### config.mk
export PLATFORM = sky130hd
export DESIGN_NAME = debounce_bank
export DESIGN_NICKNAME = d
export VERILOG_FILES = /design/src/rtl/debounce_pkg.sv /design/src/rtl/debounce_channel.sv /design/src/rtl/debounce_bank.sv
export SDC_FILE = /design/constraint.sdc
export NUM_CORES = 1
export LEC_CHECK = 0
export ABC_AREA = 1
export ABC_CLOCK_PERIOD_IN_PS = 1850
export CAP_MARGIN = 40
export CORE_ASPECT_RATIO = 1.2
export CORE_UTILIZATION = 40
export DETAILED_ROUTE_END_ITERATION = 8
export PLACE_DENSITY = 0.65
export SYNTH_ARGS = -nofsm -noshare
export SYNTH_HDL_FRONTEND = slang
export SYNTH_SLANG_ARGS = --single-unit
export TNS_END_PERCENT = 100
### constraint.sdc
create_clock -name clk_50MHz -period 1.85 [get_ports clk_50MHz]
set_input_delay 0.2775 -clock clk_50MHz [delete_from_list [all_inputs] [get_ports clk_50MHz]]
set_output_delay 0.2775 -clock clk_50MHz [all_outputs]
set_load 0.005 [all_outputs]
### src/rtl/debounce_pkg.sv
// Shared constants, width helper and per-channel flag bundle for the
// push-button conditioning bank.
package debounce_pkg;

    localparam int unsigned DB_STABLE_CNT_50MHZ = 1_000_000;   // 20 ms at 50 MHz
    localparam int unsigned DB_LONG_CNT_50MHZ   = 50_000_000;  // 1 s at 50 MHz

    // Counter width for a maximum value of v-1, never narrower than one bit.
    function automatic int unsigned clog2_min1(input int unsigned v);
        return (v <= 1) ? 1 : $clog2(v);
    endfunction

    typedef struct packed {
        logic level;
        logic rise;
        logic fall;
        logic long_pulse;
        logic long_level;
    } ch_flags_t;

endpackage

### src/rtl/debounce_channel.sv
// One button channel: 2-FF synchroniser, stable-count debounce, edge strobes
// and optional long-press detection. All outputs are registered.
module debounce_channel
    import debounce_pkg::*;
#(
    parameter int unsigned STABLE_CNT = 5,
    parameter int unsigned LONG_CNT   = 0,
    parameter bit          INVERT     = 1'b0
) (
    input  logic clk_i,
    input  logic rst_ni,
    input  logic btn_i,
    input  logic en_i,
    output logic level_o,
    output logic rise_o,
    output logic fall_o,
    output logic long_pulse_o,
    output logic long_level_o
);

    localparam int unsigned CNT_W = clog2_min1(STABLE_CNT + 1);
    localparam logic [CNT_W-1:0] CNT_LAST = CNT_W'(STABLE_CNT - 1);

    logic             s1_q, s2_q;
    logic [CNT_W-1:0] cnt_q, cnt_d;
    logic             level_q, level_d;
    logic             rise_q, rise_d;
    logic             fall_q, fall_d;

    // Synchroniser keeps running regardless of the channel enable.
    always_ff @(posedge clk_i) begin
        if (!rst_ni) begin
            s1_q <= 1'b0;
            s2_q <= 1'b0;
        end else begin
            s1_q <= btn_i ^ INVERT;
            s2_q <= s1_q;
        end
    end

    // Any agreeing sample restarts the count; no partial credit survives a bounce.
    always_comb begin
        cnt_d   = cnt_q;
        level_d = level_q;
        rise_d  = 1'b0;
        fall_d  = 1'b0;
        if (!en_i) begin
            cnt_d   = '0;
            level_d = 1'b0;
        end else if (s2_q == level_q) begin
            cnt_d = '0;
        end else if (cnt_q == CNT_LAST) begin
            cnt_d   = '0;
            level_d = s2_q;
            rise_d  = s2_q;
            fall_d  = ~s2_q;
        end else begin
            cnt_d = cnt_q + CNT_W'(1);
        end
    end

    always_ff @(posedge clk_i) begin
        if (!rst_ni) begin
            cnt_q   <= '0;
            level_q <= 1'b0;
            rise_q  <= 1'b0;
            fall_q  <= 1'b0;
        end else begin
            cnt_q   <= cnt_d;
            level_q <= level_d;
            rise_q  <= rise_d;
            fall_q  <= fall_d;
        end
    end

    assign level_o = level_q;
    assign rise_o  = rise_q;
    assign fall_o  = fall_q;

    if (LONG_CNT > 0) begin : g_long
        localparam int unsigned LONG_W = clog2_min1(LONG_CNT + 1);
        localparam logic [LONG_W-1:0] LONG_MAX = LONG_W'(LONG_CNT);

        logic [LONG_W-1:0] lcnt_q, lcnt_d;
        logic              lpulse_q, lpulse_d;
        logic              llevel_q, llevel_d;

        // Hold counter saturates; the release edge clears it alongside fall_o.
        always_comb begin
            lcnt_d   = lcnt_q;
            llevel_d = llevel_q;
            lpulse_d = 1'b0;
            if (!en_i || fall_d) begin
                lcnt_d   = '0;
                llevel_d = 1'b0;
            end else if (level_q && (lcnt_q != LONG_MAX)) begin
                lcnt_d = lcnt_q + LONG_W'(1);
                if (lcnt_q == LONG_MAX - LONG_W'(1)) begin
                    lpulse_d = 1'b1;
                    llevel_d = 1'b1;
                end
            end
        end

        always_ff @(posedge clk_i) begin
            if (!rst_ni) begin
                lcnt_q   <= '0;
                lpulse_q <= 1'b0;
                llevel_q <= 1'b0;
            end else begin
                lcnt_q   <= lcnt_d;
                lpulse_q <= lpulse_d;
                llevel_q <= llevel_d;
            end
        end

        assign long_pulse_o = lpulse_q;
        assign long_level_o = llevel_q;
    end else begin : g_no_long
        assign long_pulse_o = 1'b0;
        assign long_level_o = 1'b0;
    end

endmodule

### src/rtl/debounce_bank.sv
// N independent debounced button channels between board pins and control logic.
// Counter widths are derived inside each channel from STABLE_CNT / LONG_CNT.
module debounce_bank
    import debounce_pkg::*;
#(
    parameter int unsigned NUM_CH     = 4,
    parameter int unsigned STABLE_CNT = 5,
    parameter int unsigned LONG_CNT   = 0,
    parameter bit          INVERT     = 1'b0
) (
    input  logic              clk_50MHz,
    input  logic              reset,
    input  logic [NUM_CH-1:0] btn_in,
    input  logic [NUM_CH-1:0] ch_en,
    output logic [NUM_CH-1:0] db_level,
    output logic [NUM_CH-1:0] rise_pulse,
    output logic [NUM_CH-1:0] fall_pulse,
    output logic [NUM_CH-1:0] long_pulse,
    output logic [NUM_CH-1:0] long_level
);

    for (genvar i = 0; i < int'(NUM_CH); i++) begin : g_ch
        ch_flags_t flags;

        debounce_channel #(
            .STABLE_CNT (STABLE_CNT),
            .LONG_CNT   (LONG_CNT),
            .INVERT     (INVERT)
        ) u_ch (
            .clk_i        (clk_50MHz),
            .rst_ni       (reset),
            .btn_i        (btn_in[i]),
            .en_i         (ch_en[i]),
            .level_o      (flags.level),
            .rise_o       (flags.rise),
            .fall_o       (flags.fall),
            .long_pulse_o (flags.long_pulse),
            .long_level_o (flags.long_level)
        );

        assign db_level[i]   = flags.level;
        assign rise_pulse[i] = flags.rise;
        assign fall_pulse[i] = flags.fall;
        assign long_pulse[i] = flags.long_pulse;
        assign long_level[i] = flags.long_level;
    end

endmodule

Word-level counts from Yosys, hierarchy flattened. Cells that the tools add are included.

Flip-flop bits (word level): 32. Latch bits: 0. Memory bits (writable): 0. Bits in read-only memories: 0. Bits of input ports: 10. Output and inout port bits: 20. Memories: 0.

Add/subtract/negate cells: 4. $mul: 0. Divide/modulo/power cells: 0. $lt $le $gt $ge: 0. Equal/unequal tests: 8. Shift operators: 0. Muxes and demuxes: 0. Bitwise operators: 17. Reductions and logical operators: 16.

Operator list (number): 4-bit OR reduction (8); 1-bit inverter (17); 2-bit AND reduction (8); 3-bit by 1-bit adder with 3-bit output (second input constant) (4); 3-bit equality test (second input constant) (4); 1-bit equality test (4).

Depth between registers and ports, before layout. Gate-level depths: netlist of the first run.

Word-level depth: 3. Mapped depth: 7. Gate-level depth less buffers: 7.

Cells and area by module. From an unflattened synthesis of the first run, not the netlist that was laid out.

Cells, all modules: 160. Area, all modules: 1276.2 µm².

By module, submodules not included: debounce_channel (times used 4, cells an instance 40, area an instance 319.1 µm²).

Worst setup path before layout of the first run. No wires, ideal clock.

Kind: register -> register. Start: register g_ch[1].u_ch.cnt_q[0]. End: register g_ch[1].u_ch.cnt_q[0]. Library setup time: 73 ps. Data arrival time: 905 ps. Required time: 1777 ps. Path slack: 872 ps. Cell stages (with the launch flop): 6. Buffers on the path: 0. Clock period less this slack: 978 ps. Path through: dfxtp_1 > inv_1 > ha_1 > nand2_1 > nand3_1 > nor3_2.

Longest elaborated chain between the ends: 2. Elaborated cells between the ends (all ways): 3.

RTL lines: from (decl) (RTL line debounce_channel.sv:25) `logic [CNT_W-1:0] cnt_q, cnt_d;`; from (signal assigned) (RTL line debounce_channel.sv:69) `cnt_q <= cnt_d;`; branches (longest 2 deep; another with 3-bit by 1-bit adder with 3-bit output).

Parallel ways; which one is timed is not known. A chain may end at the register's enable or synchronous reset.

Worst setup path after layout of the first run.
Start: register g_ch[3].u_ch.level_q. End: output db_level[3].

RTL lines: from (decl) (RTL line debounce_channel.sv:26) `logic level_q, level_d;`; from (signal assigned) (RTL line debounce_channel.sv:70) `level_q <= level_d;`; to (decl) (RTL line debounce_bank.sv:15) `output logic [NUM_CH-1:0] db_level,`.

No word-level cell between the ends.

==> qor.yml, run 1 <==
timing:
  fmax_ghz: 0.6608
  drv_slew: 0
  fin_skew_ns: 0.003712
  rsz0062_at_grt: "false"
  setup_violations: 0
  period_share: 0.8180
  period_needed_ns: 1.513
  tns_ns: 0
  finalHoldViolations: 0
  hold_ws_ns: 0.4106
power:
  p_leak_nw: 0.7963
  power_density_nw_per_um2: 787.3
  vdd_drop_max_mv: 0.4753
logic_synthesis:
  synth_top_area_share: 0.4495
  avgSynthCellArea_um2: 7.962
  synth_top_area_cell: "dfxtp_1"
  synth.ff_latch_count: 32
  synthTopCellsByArea: "dfxtp_1 45%, inv_1 12%, buf_4 11%, nand2_1 10%, ha_1 7.0%"
  syn_area_um2: 1425
  synthCells: 179
  synth.distinct_cells: 19
  synth_seq_area_share: 0.4495
  ys_warn_count: 0
detailed_routing:
  via_count: 971
  avgViaCountPerCell: 4.185
  wl_per_cell_um: 7.681
  wirelength_um: 1782
  ant_nets: 0
  drc: 0
  drt-initial-drc-count: 19
  first_pass_iters: 4
worst_hold_path:
  hp-class: "flip-flop to flip-flop"
floorplanning:
  ios: 30
  fp.dieArea_um2: 3807
  start_util: 0.4233
  num_rows: 23
  die_x_um: 56.49
  core_um2: 3367
  die_h_um: 67.39
layout:
  diodes: 0
  nets: 212
  layout-drive-gt1-share: 0.07179
  area_growth_pct: 15.36
  fill_cells: 330
worst_setup_path:
  required_ns: 1.57
  crit_path_start_kind: "flip-flop"
  cp.arrival_ns: 1.24
  cp_slowest_cell: "clkdlybuf4s50_1"
  critical_path_class: "flip-flop to output pin"
  crit_chain: "clkdlybuf4s50_1"
  slowest_delay_ns: 0.54
  crit_path_max_fanout: 5
  worstSetupEndpointType: "output pin"
  timing.critical_path.buf_inv: 1
  path_delay_family: "buffers and inverters"
clocking:
  clk_pin_slew_worst_paths_ns: 0.06
  cts_sinks: 32
  cts_buffer_depth: 2
  post_cts_buffers: 0
  cts_resized: 0
  cts_root_buffer: "clkbuf_8"
  tritoncts: "yes"
  cts_buffers: 5
  clkLatencyLatePin_ns: 0.28
  htree_levels: 2
  hold_buffers: 0
global_route:
  grt_usage: 0.1122
  gr-total-overflow: 0
  grt_max_degree: 10
  grt_first_pass_wirelength_um: 3118
  antenna_found_initial: 0
  grt_pass1_vias: 790
run_status:
  status: "finished clean"
placed_design:
  dp_hpwl_um: 1318
  routabilityCongestion: 0.7222
  io_buffers: 21
run:
  max_cap_viol_count: 0
-- layout by cell type (no fill, tap or decap), drive strengths merged --
cell type / synthesis / routed
xnor2: 1 / 1
buf: 21 / 1
nor2: 5 / 5
ha: 8 / 8
clkbuf: 0 / 8
nand4: 6 / 6
nand2: 40 / 40
conb: 1 / 8
nor3: 10 / 10
o21ai: 1 / 1
clkdlybuf4s50: 0 / 21
nand3: 4 / 4
xor2: 1 / 1
a21oi: 3 / 3
dfxtp: 32 / 32
inv: 46 / 46
-- logic make-up after synthesis --
logic type                 share of synthesized area
xor gates and xnor gates                     0.01229
adders and majority gates                    0.07024
and+or+nand+nor                               0.2169
other                                       0.002631
buffers and inverters                         0.2344
DFF                                           0.4495
AOI/OAI and AO/OA                            0.01404
-- synthesized netlist by cell type --
| master | n |
|---|---|
| a21oi_1 | 3 |
| buf_4 | 20 |
| buf_6 | 1 |
| conb_1 | 1 |
| dfxtp_1 | 32 |
| ha_1 | 8 |
| inv_1 | 45 |
| inv_2 | 1 |
| nand2_1 | 39 |
| nand2_4 | 1 |
| nand3_1 | 3 |
| nand3_2 | 1 |
| nand4_1 | 6 |
| nor2_1 | 5 |
| nor3_1 | 6 |
| nor3_2 | 4 |
| o21ai_1 | 1 |
| xnor2_1 | 1 |
| xor2_1 | 1 |
-- stage by stage --
step                      instances  power [mW]  cell area, um^2  utilization  setup WS (ns)
after floorplan                 186      0.7624             1451            -         0.8722
after global placement          224      0.7768             1554       0.4615         0.4620
after detailed placement        224      0.7766             1554       0.4615         0.4509
after CTS                       232       1.320             1644       0.4883         0.3138
after global routing            232       1.363             1644       0.4883         0.2892
final                           232       1.294             1644       0.4883         0.3367
-- metal layers --
metal / GRT usage / up-vias / part of all wire
met1: 0.1200 / 415 / 0.46
met3: 0.05364 / 5 / 0.066
met2: 0.1691 / 25 / 0.44
met5: 0 / - / 0
met4: 0.09146 / 0 / 0.038
li1: - / 526 / -
-- flip-flops by register name (all words and copies together), names as in the netlist --
register           cells
g_ch.u_ch.level_o      4
g_ch.u_ch.rise_o       4
g_ch.u_ch.cnt_q       12
g_ch.u_ch.s2_q         4
g_ch.u_ch.s1_q         4
g_ch.u_ch.fall_o       4
-- cell type report --
type                    instances  area (um^2)  area share
flip-flops and latches         32        640.6      0.3896
clock buffers                   8        90.09     0.05479
repair buffers                 22        217.7      0.1324
well taps                      37        46.29     0.02816
multi-input cells              87        476.7      0.2900
inverters                      46        172.7      0.1050
-- power by group --
| part | total [mW] | internal [mW] | switching [mW] |
|---|---|---|---|
| registers | 0.704 | 0.699 | 0.00522 |
| clock network | 0.533 | 0.303 | 0.230 |
| logic | 0.0572 | 0.0268 | 0.0304 |
-- path summary, 6_finish.rpt --
path,startpoint,endpoint,slack [ns],depth (start not counted)
worst min-delay path,g_ch[0].u_ch.s1_q,g_ch[0].u_ch.s2_q,0.41,2
worst min register to register,g_ch[0].u_ch.s1_q,g_ch[0].u_ch.s2_q,0.41,2
worst max-delay path,g_ch[3].u_ch.level_o,db_level[3],0.34,1
worst max register to register,g_ch[3].u_ch.cnt_q[0],g_ch[3].u_ch.cnt_q[0],0.76,7
Note: power is estimated with default switching activity, not from simulation.
==> run 2, diff against run 1 <==
--- a/config.mk
+++ b/config.mk
@@ -6,12 +6,12 @@
 export NUM_CORES = 1
 export LEC_CHECK = 0
 export ABC_AREA = 1
-export ABC_CLOCK_PERIOD_IN_PS = 1850
+export ABC_CLOCK_PERIOD_IN_PS = 1200
 export CAP_MARGIN = 40
 export CORE_ASPECT_RATIO = 1.2
 export CORE_UTILIZATION = 40
 export DETAILED_ROUTE_END_ITERATION = 8
-export PLACE_DENSITY = 0.65
+export PLACE_DENSITY = 0.68
 export SYNTH_ARGS = -nofsm -noshare
 export SYNTH_HDL_FRONTEND = slang
 export SYNTH_SLANG_ARGS = --single-unit
==> constraint.sdc (replaced) <==
create_clock -name clk_50MHz -period 1.2 [get_ports clk_50MHz]
set_input_delay 0.18 -clock clk_50MHz [delete_from_list [all_inputs] [get_ports clk_50MHz]]
set_output_delay 0.18 -clock clk_50MHz [all_outputs]
set_load 0.005 [all_outputs]
==> run 2 against run 1 <==
Compared with the run above:
- clock skew increased by 0.00095 ns
- final area is 4.3% higher
- global-route usage is 0.45 points higher
- sequential share of layout area is 1.5 points lower
- sequential power up 55%
- die area unchanged
- power up 77%
- final cell count is 2.6% higher
- core utilization increased by 2.1 points
- critical endpoint is now g_ch[1].u_ch.cnt_q[0]
- critical path type is now flip-flop to flip-flop
==> qor.yml, run 2 (synthesis gave the netlist of run 1 again) <==
run_status:
  status: "finished clean"  # unchanged
power:
  p_sw_frac: 0.1891  # was 0.2055
  p_clk_frac: 0.484  # was 0.412
  p_leak_nw: 0.9060  # was 0.7963 nW
  power_switching_uw: 432.6  # was 266.0 uW
  p_seq_frac: 0.474  # was 0.544
  vdd_drop_max_mv: 1.619  # was 0.4753 mV
  power.internal_mw: 1.855  # was 1.028 mW
  power_density_nw_per_um2: 1334  # was 787.3 nW/um^2
  pwr-share-comb: 0.041  # was 0.044
placed_design:
  placed_cell_area_um2: 1599  # was 1554 um^2
  io_buffers: 21  # unchanged
  dp.cells: 230  # was 224
  dp_hpwl_um: 1443  # was 1318 um
  routabilityCongestion: 0.7267  # was 0.7222
layout:
  diodes: 0  # unchanged
  final_cells: 238  # was 232
  final_cell_area_um2: 1715  # was 1644 um^2
  regMostFlops: "g_ch.u_ch.cnt_q"  # unchanged
  area_growth_pct: 20.37  # was 15.36%
  layout_commonest_cell: "inv_1"  # unchanged
  fin_util: 0.5095  # was 0.4883
  layout-drive-gt1-share: 0.1244  # was 0.07179
  nets: 218  # was 212
  final_cell_mix: "45 x inv_1, 39 x nand2_1, 30 x dfxtp_1"  # was 45 x inv_1, 39 x nand2_1, 32 x dfxtp_1
  fill_cells: 317  # was 330
  largest_register_ff_count: 12  # unchanged
floorplanning:
  fp.dieArea_um2: 3807  # unchanged
  ios: 30  # unchanged
  start_util: 0.4233  # unchanged
  core_um2: 3367  # unchanged
  die_h_um: 67.39  # unchanged
  num_rows: 23  # unchanged
  die_x_um: 56.49  # unchanged
clocking:
  clkLatencyLatePin_ns: 0.28  # about the same
  cts_sinks: 32  # unchanged
  cts_root_buffer: "clkbuf_8"  # unchanged
  hold_buffers: 0  # unchanged
  post_cts_buffers: 0  # unchanged
  cts_buffers: 5  # unchanged
  htree_levels: 2  # unchanged
  clk_pin_slew_worst_paths_ns: 0.06  # about the same
  tritoncts: "yes"  # unchanged
  cts_buffer_depth: 2  # unchanged
detailed_routing:
  drt-initial-drc-count: 31  # was 19
  ant_nets: 0  # unchanged
  drc: 0  # unchanged
  first_pass_iters: 4  # unchanged
  wl_per_cell_um: 8.050  # was 7.681 um
  via_count: 1008  # was 971
  avgViaCountPerCell: 4.235  # was 4.185
  wirelength_um: 1916  # was 1782 um
timing:
  setup_violations: 0  # unchanged
  period_share: 0.9280
  fmax_ghz: 0.8979
  drv_slew: 0  # unchanged
  period_needed_ns: 1.114
  finalHoldViolations: 0  # unchanged
  tns_ns: 0  # unchanged
  rsz0062_at_grt: "false"  # unchanged
  fin_skew_ns: 0.004658  # was 0.003712 ns
worst_setup_path:
  worstSetupEndpointType: "flip-flop"  # was output pin
  cp.arrival_ns: 1.33  # was 1.24 ns
  crit_path_start_kind: "flip-flop"  # unchanged
  ff2ff_path_depth: 5  # was 7
  crit_path_max_fanout: 3  # was 5
  required_ns: 1.42  # was 1.57 ns
  critical_path_class: "flip-flop to flip-flop"  # was flip-flop to output pin
global_route:
  grt_first_pass_wirelength_um: 3305  # was 3118 um
  antenna_found_initial: 0  # unchanged
  grt_usage: 0.1168  # was 0.1122
  gr-total-overflow: 0  # unchanged
  grt_max_degree: 11  # was 10
  grt_pass1_vias: 867  # was 790
worst_hold_path:
  hp-class: "flip-flop to flip-flop"  # unchanged
  hold_depth: 2  # unchanged
run:
  max_cap_viol_count: 0  # unchanged
==> run 2: layout make-up <==
cell class	instances	area (um^2)	share of cell area
Sequential cell	32	643.1	0.3749
Multi-Input combinational cell	87	479.2	0.2794
Timing Repair Buffer	28	247.7	0.1444
Inverter	46	172.7	0.1007
Clock buffer	7	96.34	0.05616
Tap cell	37	46.29	0.02699
Clock inverter	1	30.03	0.01751
==> run 2: path summary, 6_finish.rpt <==
check	startpoint	slack (ns)	end
max	g_ch[1].u_ch.cnt_q[0]	0.09	g_ch[1].u_ch.cnt_q[0]
min	g_ch[3].u_ch.s1_q	0.41	g_ch[3].u_ch.s2_q
max reg2reg	g_ch[1].u_ch.cnt_q[0]	0.09	g_ch[1].u_ch.cnt_q[0]
min reg2reg	g_ch[3].u_ch.s1_q	0.41	g_ch[3].u_ch.s2_q
==> run 2: power by group through the flow <==
stage	Clock [mW]	Sequential (mW)	Combinational (mW)
3_3_place_gp	0	1.11	0.0924
3_5_place_dp	0	1.11	0.0942
2_1_floorplan	0	1.11	0.0679
6_report	1.11	1.09	0.0945
5_1_grt	1.20	1.09	0.107
4_1_cts	1.15	1.08	0.0950
==> run 2: per-stage QoR <==
stage	power, mW	hold WS (ns)	worst slack, ns
floorplan	1.175	0.2776	0.2222
global placement	1.201	0.3949	-0.07340
detailed placement	1.203	0.4008	-0.08964
CTS	2.329	0.4108	0.07138
global route	2.390	0.4262	0.008518
finish	2.288	0.4122	0.08634
==> run 2: timing repair <==
action / CTS / global route
gates resized for setup: 14 / 1
pin swaps: 0 / 0
setup endpoints to repair: 12 / 3
==> run 2: metal layers <==
metal / part of all wire / vias up / track usage / wire [um]
li1: - / 539 / - / -
met1: 0.42 / 435 / 0.1166 / 796
met2: 0.48 / 27 / 0.1941 / 918
met3: 0.075 / 7 / 0.05939 / 144
met4: 0.029 / 0 / 0.07317 / 56
met5: 0 / - / 0 / 0
==> run 2: worst max-delay path, stage by stage (launching register included) <==
cell and delay [ns]:
dfxtp_1 0.36, inv_1 0.06, ha_1 0.20, nand2_1 0.10
nand3_1 0.18, nor3_2 0.14
==> run 3, diff against run 2 <==
--- a/config.mk
+++ b/config.mk
@@ -9,9 +9,9 @@
 export ABC_CLOCK_PERIOD_IN_PS = 1200
 export CAP_MARGIN = 40
 export CORE_ASPECT_RATIO = 1.2
-export CORE_UTILIZATION = 40
+export CORE_UTILIZATION = 45
 export DETAILED_ROUTE_END_ITERATION = 8
-export PLACE_DENSITY = 0.68
+export PLACE_DENSITY = 0.75
 export SYNTH_ARGS = -nofsm -noshare
 export SYNTH_HDL_FRONTEND = slang
 export SYNTH_SLANG_ARGS = --single-unit
==> run 3 against run 2 <==
Compared with the run above:
- the flow now finishes with violations (design-rule violations)
- register-to-register slack improved by 0.05 ns
- worst setup slack improved by 0.031 ns
- wire length increased by 2.5%
- maximum frequency increased by 2.8%
- first-iteration DRC count decreased by 19%
- final cell count decreased by 0.84%
- global-route usage increased by 3.4 points
- largest cell class unchanged
- via count about the same
==> qor.yml, run 3 (synthesis gave the netlist of run 1 again) <==
detailed_routing:
  wirelength_um: 1964  # was 1916 um
  via_count: 1007  # was 1008
  drc: 1  # was 0
  avgViaCountPerCell: 4.267  # was 4.235
  ant_nets: 0  # unchanged
  first_pass_iters: 8  # was 4
  drt-initial-drc-count: 25  # was 31
  wl_per_cell_um: 8.322  # was 8.050 um
placed_design:
  dp_hpwl_um: 1425  # was 1443 um
  io_buffers: 21  # unchanged
  routabilityCongestion: 0.7542  # was 0.7267
  dp.cells: 227  # was 230
layout:
  diodes: 0  # unchanged
  regMostFlops: "g_ch.u_ch.cnt_q"  # unchanged
  area_growth_pct: 18.79  # was 20.37%
  final_cell_mix: "45 x inv_1, 39 x nand2_1, 28 x dfxtp_1"  # was 45 x inv_1, 39 x nand2_1, 30 x dfxtp_1
  layout_commonest_cell: "inv_1"  # unchanged
  nets: 217  # was 218
  largest_register_ff_count: 12  # unchanged
  layout-drive-gt1-share: 0.1450  # was 0.1244
  final_cells: 236  # was 238
timing:
  fmax_ghz: 0.9235  # was 0.8979 GHz
  finalHoldViolations: 0  # unchanged
  period_share: 0.9024  # was 0.9280
  rsz0062_at_grt: "false"  # unchanged
  drv_slew: 0  # unchanged
  setup_violations: 0  # unchanged
  fin_skew_ns: 0.004418  # was 0.004658 ns
  period_needed_ns: 1.083  # was 1.114 ns
worst_setup_path:
  required_ns: 1.02  # was 1.42 ns
  timing.critical_path.buf_inv: 1  # unchanged
  slowest_delay_ns: 0.33  # was 0.36 ns
  cp_slowest_cell: "dfxtp_2"  # was dfxtp_1
  cp.arrival_ns: 0.90  # was 1.33 ns
  worstSetupEndpointType: "output pin"  # was flip-flop
  critical_path_class: "flip-flop to output pin"  # was flip-flop to flip-flop
  path_delay_family: "flip-flops"  # was simple AND/OR/NAND/NOR gates
  crit_path_max_fanout: 2  # was 3
  crit_path_start_kind: "flip-flop"  # unchanged
  crit_chain: "dlygate4sd2_1"  # was inv_1, ha_1, nand2_1, nand3_1, nor3_2
power:
  power_density_nw_per_um2: 1229  # was 1334 nW/um^2
  p_leak_nw: 0.8919  # was 0.9060 nW
  p_total_mw: 2.080  # was 2.288 mW
  vdd_drop_max_mv: 1.076  # was 1.619 mV
floorplanning:
  num_rows: 22  # was 23
  fp.dieArea_um2: 3397  # was 3807 um^2
  die_h_um: 63.65  # was 67.39 um
  die_x_um: 53.37  # was 56.49 um
  core_um2: 3028  # was 3367 um^2
  start_util: 0.4707  # was 0.4233
  ios: 30  # unchanged
global_route:
  grt_first_pass_wirelength_um: 3622  # was 3305 um
  gr-total-overflow: 0  # unchanged
  grt_pass1_vias: 959  # was 867
  antenna_found_initial: 0  # unchanged
  grt_max_degree: 11  # unchanged
  grt_usage: 0.1512  # was 0.1168
clocking:
  cts_sinks: 32  # unchanged
  clk_pin_slew_worst_paths_ns: 0.10  # was 0.06 ns
  hold_buffers: 0  # unchanged
  tritoncts: "yes"  # unchanged
  htree_levels: 2  # unchanged
  cts_root_buffer: "clkbuf_4"  # was clkbuf_8
  cts_buffers: 5  # unchanged
  clkLatencyLatePin_ns: 0.32  # was 0.28 ns
  cts_buffer_depth: 2  # unchanged
run_status:
  violations: "design-rule violations"
  status: "finished with violations"  # was finished clean
run:
  max_cap_viol_count: 0  # unchanged
worst_hold_path:
  hp-class: "input pin to flip-flop"  # was flip-flop to flip-flop
-- run 3: worst register-to-register path: cells and delay by family (launching register included) --
kind	cells	cell delay, ns
flip-flops	1	0.36
adder cells (fa/ha/maj)	1	0.18
buffers and inverters	2	0.11
AND/OR/NAND/NOR	4	0.36
-- run 3: layout make-up --
| cell class | count | area, um^2 |
|---|---|---|
| Tap cell | 36 | 45.04 |
| Inverter | 46 | 172.7 |
| Timing Repair Buffer | 27 | 240.2 |
| Multi-Input combinational cell | 87 | 494.2 |
| Clock inverter | 1 | 30.03 |
| Sequential cell | 32 | 645.6 |
| Clock buffer | 7 | 65.06 |
| Fill cell | 293 | 1335 |
-- run 3: worst paths after layout --
path                                             from                     to  slack (ns)  cells past startpoint
worst min register to register      g_ch[2].u_ch.s1_q      g_ch[2].u_ch.s2_q        0.42                      2
worst max-delay path             g_ch[0].u_ch.level_o            db_level[0]        0.12                      1
worst min-delay path                        btn_in[3]      g_ch[3].u_ch.s1_q        0.38                      3
worst max register to register  g_ch[3].u_ch.cnt_q[0]  g_ch[3].u_ch.cnt_q[0]        0.14                      7
-- run 3: per-layer routing --
layer,vias up,GRT usage,wire length (um)
met3,4,0.05314,79
met5,-,0,0
met4,0,0.1118,32
li1,536,-,-
met1,441,0.1624,851
met2,26,0.2344,1000
-- run 3: where the power goes --
| group | switching (mW) | total (mW) | internal, mW |
|---|---|---|---|
| registers | 0.00844 | 1.08 | 1.08 |
| logic | 0.0495 | 0.0940 | 0.0445 |
| clock network | 0.349 | 0.902 | 0.553 |
| total | 0.407 | 2.08 | 1.67 |
-- run 3: repair_timing --
item,CTS,global route
endpoints found under the hold margin,0,0
buffers inserted,1,0
pin swaps,0,0
gates resized for setup,15,5
setup endpoints to repair,12,8
-- run 3: stage by stage --
step	hold WS (ns)	TNS (ns)	utilization	setup slack, ns	instance area, um^2
after floorplan	0.2776	0	-	0.2222	1451
after global placement	0.3938	-0.1543	0.5227	-0.03983	1583
after detailed placement	0.3981	-0.5569	0.5227	-0.07530	1583
after CTS	0.3643	0	0.5529	0.05652	1674
after global routing	0.3813	0	0.5591	0.009992	1693
final	0.3773	0	0.5591	0.1172	1693
